**src/rtl/vm2002_change_dispenser.sv**
```systemverilog
// vm2002_change_dispenser: greedy coin change payout with inventory tracking and saturating refill
module vm2002_change_dispenser #(
  parameter int COUNT_W      = 8,
  parameter int AMT_W        = 8,
  parameter int INIT_NICKEL  = 16,
  parameter int INIT_DIME    = 16,
  parameter int INIT_QUARTER = 16
) (
  input  logic               clk,
  input  logic               rst_n,
  input  logic               change_req,
  input  logic [AMT_W-1:0]   change_amt,
  output logic               busy,
  output logic               coin_valid,
  output logic [1:0]         coin_type,
  input  logic               coin_ready,
  output logic               done,
  output logic               short,
  output logic [AMT_W-1:0]   remaining,
  input  logic               refill_en,
  input  logic [1:0]         refill_type,
  input  logic [COUNT_W-1:0] refill_cnt,
  output logic [COUNT_W-1:0] inv_nickel,
  output logic [COUNT_W-1:0] inv_dime,
  output logic [COUNT_W-1:0] inv_quarter
);
  localparam logic [1:0] IDLE = 2'd0, SELECT = 2'd1, DISPENSE = 2'd2, DONE = 2'd3;
  logic [1:0]         r_state, r_type;
  logic [AMT_W-1:0]   r_rem, r_remaining;
  logic               r_short;
  logic [COUNT_W-1:0] r_inv [3];
  logic [COUNT_W-1:0] w_inv_nxt [3];
  logic               w_hs, w_q, w_d, w_n;
  logic [AMT_W-1:0]   w_rem_dec;
  assign busy        = r_state != IDLE;
  assign coin_valid  = r_state == DISPENSE;
  assign done        = r_state == DONE;
  assign coin_type   = r_type;
  assign short       = r_short;
  assign remaining   = done ? r_rem : r_remaining;
  assign inv_nickel  = r_inv[0];
  assign inv_dime    = r_inv[1];
  assign inv_quarter = r_inv[2];
  assign w_hs        = coin_valid & coin_ready;
  assign w_rem_dec   = r_rem - (r_type == 2'd2 ? AMT_W'(5) : r_type == 2'd1 ? AMT_W'(2) : AMT_W'(1));
  assign w_q         = r_rem >= AMT_W'(5) && r_inv[2] != '0;
  assign w_d         = r_rem >= AMT_W'(2) && r_inv[1] != '0;
  assign w_n         = r_inv[0] != '0;
  // refill saturates first, then the same-cycle eject is taken off
  for (genvar i = 0; i < 3; i++) begin : g_inv
    logic [COUNT_W:0] w_sum;
    assign w_sum = {1'b0, r_inv[i]} + {1'b0, (refill_en && refill_type == 2'(i)) ? refill_cnt : '0};
    assign w_inv_nxt[i] = (w_sum[COUNT_W] ? '1 : w_sum[COUNT_W-1:0]) - COUNT_W'(w_hs && r_type == 2'(i));
  end
  always_ff @(posedge clk or negedge rst_n) begin
    if (!rst_n) begin
      r_state     <= IDLE;
      r_type      <= 2'd0;
      r_rem       <= '0;
      r_remaining <= '0;
      r_short     <= 1'b0;
      r_inv[0]    <= COUNT_W'(INIT_NICKEL);
      r_inv[1]    <= COUNT_W'(INIT_DIME);
      r_inv[2]    <= COUNT_W'(INIT_QUARTER);
    end else begin
      for (int k = 0; k < 3; k++) r_inv[k] <= w_inv_nxt[k];
      case (r_state)
        IDLE: if (change_req) begin
          r_rem   <= change_amt;
          r_short <= 1'b0;
          r_state <= change_amt == '0 ? DONE : SELECT;
        end
        SELECT: begin
          r_type  <= w_q ? 2'd2 : w_d ? 2'd1 : 2'd0;
          r_short <= !(w_q || w_d || w_n);
          r_state <= (w_q || w_d || w_n) ? DISPENSE : DONE;
        end
        DISPENSE: if (coin_ready) begin
          r_rem   <= w_rem_dec;
          r_state <= w_rem_dec == '0 ? DONE : SELECT;
        end
        default: begin
          r_remaining <= r_rem;
          r_state     <= IDLE;
        end
      endcase
    end
  end
endmodule

```
**config.mk**
```make
export PLATFORM = sky130hd
export DESIGN_NAME = vm2002_change_dispenser
export DESIGN_NICKNAME = d
export VERILOG_FILES = /design/src/rtl/vm2002_change_dispenser.sv
export SDC_FILE = /design/constraint.sdc
export NUM_CORES = 1
export LEC_CHECK = 0
export ABC_AREA = 1
export CAP_MARGIN = 10
export CORE_MARGIN = 2
export CORE_UTILIZATION = 50
export CTS_BUF_LIST = sky130_fd_sc_hd__clkbuf_4 sky130_fd_sc_hd__clkbuf_8 sky130_fd_sc_hd__clkbuf_16
export DETAILED_ROUTE_END_ITERATION = 7
export MAX_ROUTING_LAYER = met4
export PLACE_DENSITY = 0.78
export RECOVER_POWER = 100
export SLEW_MARGIN = 30
export SYNTH_ARGS = -nofsm -noshare
export SYNTH_HDL_FRONTEND = slang
export SYNTH_SLANG_ARGS = --single-unit
```
**constraint.sdc**
```tcl
create_clock -name clk -period 2.46 [get_ports clk]
set_input_delay 0.492 -clock clk [delete_from_list [all_inputs] [get_ports clk]]
set_output_delay 0.492 -clock clk [all_outputs]
set_load 0.005 [all_outputs]
```
==> flow_summary.toml <==
[synth]
synth_top_area_share_pct = 26.9
netlist_top_cells_area = "dfrtp_1 (27%), nand2_1 (12%), ha_1 (12%), inv_1 (8.2%), nor2_1 (6.4%)"
syn_inst = 542
netlist_area_mm2 = 0.00391
avgSynthCellArea_um2 = 7.22
yosys.cell_types.count = 39
synth_seq_cells = 45
ys_warn_count = 0
synth_nets = 605
ys.flop_type = "dfrtp_1"
yosys.area.top_type = "dfrtp_1"
yosysSeqAreaShare_pct = 28.9
synth-async-reset-ratio_pct = 100
synth_enable_flop_cells = 0

[detailed_routing]
drt.antenna.violating_nets = 0
drt-total-wl_mm = 12.5
vias = 4314
via_per_inst = 5.37
wl_per_cell_um = 15.6
drt-pass1-iter-count = 7
drt_iter0_drc = 246
drc = 0

[clock_network]
cts_tree = "yes"
path_clk_slew_ns = 0.09
cts_sinks = 45
clk_latency_ns = 0.30
cts_hold_buf = 0
cts-htree-levels = 2
cts_max_path_buffers = 2
root_buffer = "clkbuf_8"
cts_made_buffers = 5

[floorplan]
initial_utilization_pct = 51.2
die_area_mm2 = 0.00855
io_pins = 61
die_x_um = 92.5
rows = 32
core_mm2 = 0.00765
die_h_um = 92.5

[cells_and_area]
drive_gt1_share_pct = 34.0
synthToLayoutAreaGrowth_pct = 52.5
nFillCells = 525
layout_common_cells = "nand2_1 (107), buf_4 (90), inv_1 (72), nor2_1 (42), dfrtp_1 (42)"
multi_input_area_mm2 = 0.00286
layout_commonest_cell = "nand2_1"
stdcell_count = 803
final_cell_area_mm2 = 0.00597
fin_nets = 764
register_area_mm2 = 0.00113
num_antenna_cells = 0

[timing]
hold_viol_final = 0
rsz0062_at_grt = "yes"
setup_viol = 0
finalSetupTns_ns = 0
finalCritPeriodShare_pct = 97.9
skew_ns = 0.0112
fin_crit_ns = 2.41
slew_headroom_pct = 24.2
tightest_slew_ns = 1.14
max_freq_ghz = 0.415
slew_viol_final = 0

[setup_path]
worstSetupStartpointType = "input port"
cp-end-kind = "flip-flop"
critPathRequiredTime_ns = 2.66
crit_path_frequent_cell = "nand2_1"
startpoint = "refill_type[0]"
critPathMaxFanout = 7
reg2reg_from = "inv_dime[0]"
crit_arrival_ns = 2.61
path_cells = "buf_12 -> inv_12 -> nand3_4 -> buf_12 -> nor2_4 -> ha_4 -> nand2_1 -> nand2_1 -> a21oi_4 -> nand2_4 -> nor2_4 -> ha_4 -> ha_4 -> nand4_1 -> nor2_2 -> nand3_1 -> nand2_1 -> nand2_1"
slowest_stage = "ha_4"
worstSetupPathType = "in -> reg"
ff2ff_setup_slack_ns = 0.09
max_stage_delay_ns = 0.23

[grt]
grt_first_pass_wirelength_mm = 18.7
antenna_found_initial = 0
grtUsageTotal_pct = 28.0
grt_max_degree = 46
gr-total-overflow = 0
grt_pass1_vias = 4201

[power_and_ir_drop]
power.total_mw = 6.36
ir_drop_mv = 0.602
power.density_mw_per_mm2 = 1070
switchingPower_mw = 2.90
p_clk_share_pct = 8.7
power.share.combinational_pct = 68.2
seq_power_share_pct = 23.1
swShare_pct = 45.6
p_int_mw = 3.46
power.leakage_nw = 2.92

[run_status]
status = "finished, final reports clean"

[place]
placed_area_mm2 = 0.00532
dp_hpwl_mm = 8.66
port_buffers = 60
dpl.cell_count = 772
gp_congestion = 0.997

[job]
drv_cap = 0

[worst_hold_path]
worstHoldPathType = "in -> async"
per-layer routing:
metal,vias to the layer above,wire length (um),track usage [%]
met2,203,6660,51.9
met5,-,0,-
met4,0,582,11.7
met1,1998,4600,29.6
li1,2051,-,-
met3,62,705,4.15
stage by stage:
stage / utilization [%] / setup WS [ns] / hold slack (ns)
after floorplan: - / -0.0756 / 0.196
after global placement: 69.6 / -0.688 / 0.458
after detailed placement: 69.6 / -0.768 / 0.465
after CTS: 73.3 / 0.00102 / 0.289
after global routing: 78.0 / -0.0649 / 0.514
final: 78.0 / 0.0527 / 0.482
path summary, 6_finish.rpt:
check / endpoint / cells past startpoint
setup / recovery: inv_quarter[6] / 18
setup reg to reg: inv_dime[6] / 14
hold reg to reg: r_remaining[6] / 2
max in group asynchronous: inv_quarter[3] / 2
min in group clk: r_remaining[6] / 2
hold / removal: r_remaining[4] / 2
critical path, delay by kind of cell:
kind / cells / cell delay [ns]
buffers and inverters: 3 / 0.34
AND/OR/NAND/NOR: 11 / 1.09
adder cells (fa/ha/maj): 3 / 0.52
AO/OA/AOI/OAI: 1 / 0.16
repair_timing:
item,in CTS,in global routing
pin swaps,47,41
setup buffers,14,12
resized for setup,55,71
cloned,0,0
setup endpoints to repair,22,15
final cells by class:
type / count / area share (%)
clock buffer: 5 / 1.15
multi-input combinational: 398 / 47.9
tap: 102 / 2.14
inverter: 95 / 6.44
clock inverter: 2 / 0.587
timing repair buffer: 156 / 22.9
sequential: 45 / 18.9
state kept, by name (all words and copies together) (netlist names):
register / cells
r_rem: 8
inv_quarter: 8
short: 1
r_remaining: 8
coin_type: 2
inv_nickel: 8
r_state: 2
inv_dime: 8
synthesized netlist by cell type, drive strengths merged (6+ instances only):
cell	count
xnor2	7
nand2	131
inv	95
o22ai	6
nand3	43
nor2	79
ha	36
a21oi	17
dfrtp	42
nand4	12
xor2	11
o21ai	31
power by group through the flow:
stage,sequential [mW],clock (mW),combinational (mW)
floorplan,1.37,0,2.18
global placement,1.43,0,3.78
detailed placement,1.45,0,3.89
CTS,1.43,0.558,4.05
global route,1.50,0.588,4.73
finish,1.47,0.555,4.34
kinds of logic after synthesis:
logic type	Yosys count	share of synthesized area, %
xor+xnor	18	4.41
buf+inv	99	9.59
flops	45	28.9
fa+ha+maj	40	13.6
simple gates	278	34.1
compound gates	62	9.46
(Power assumes the default switching activity.)
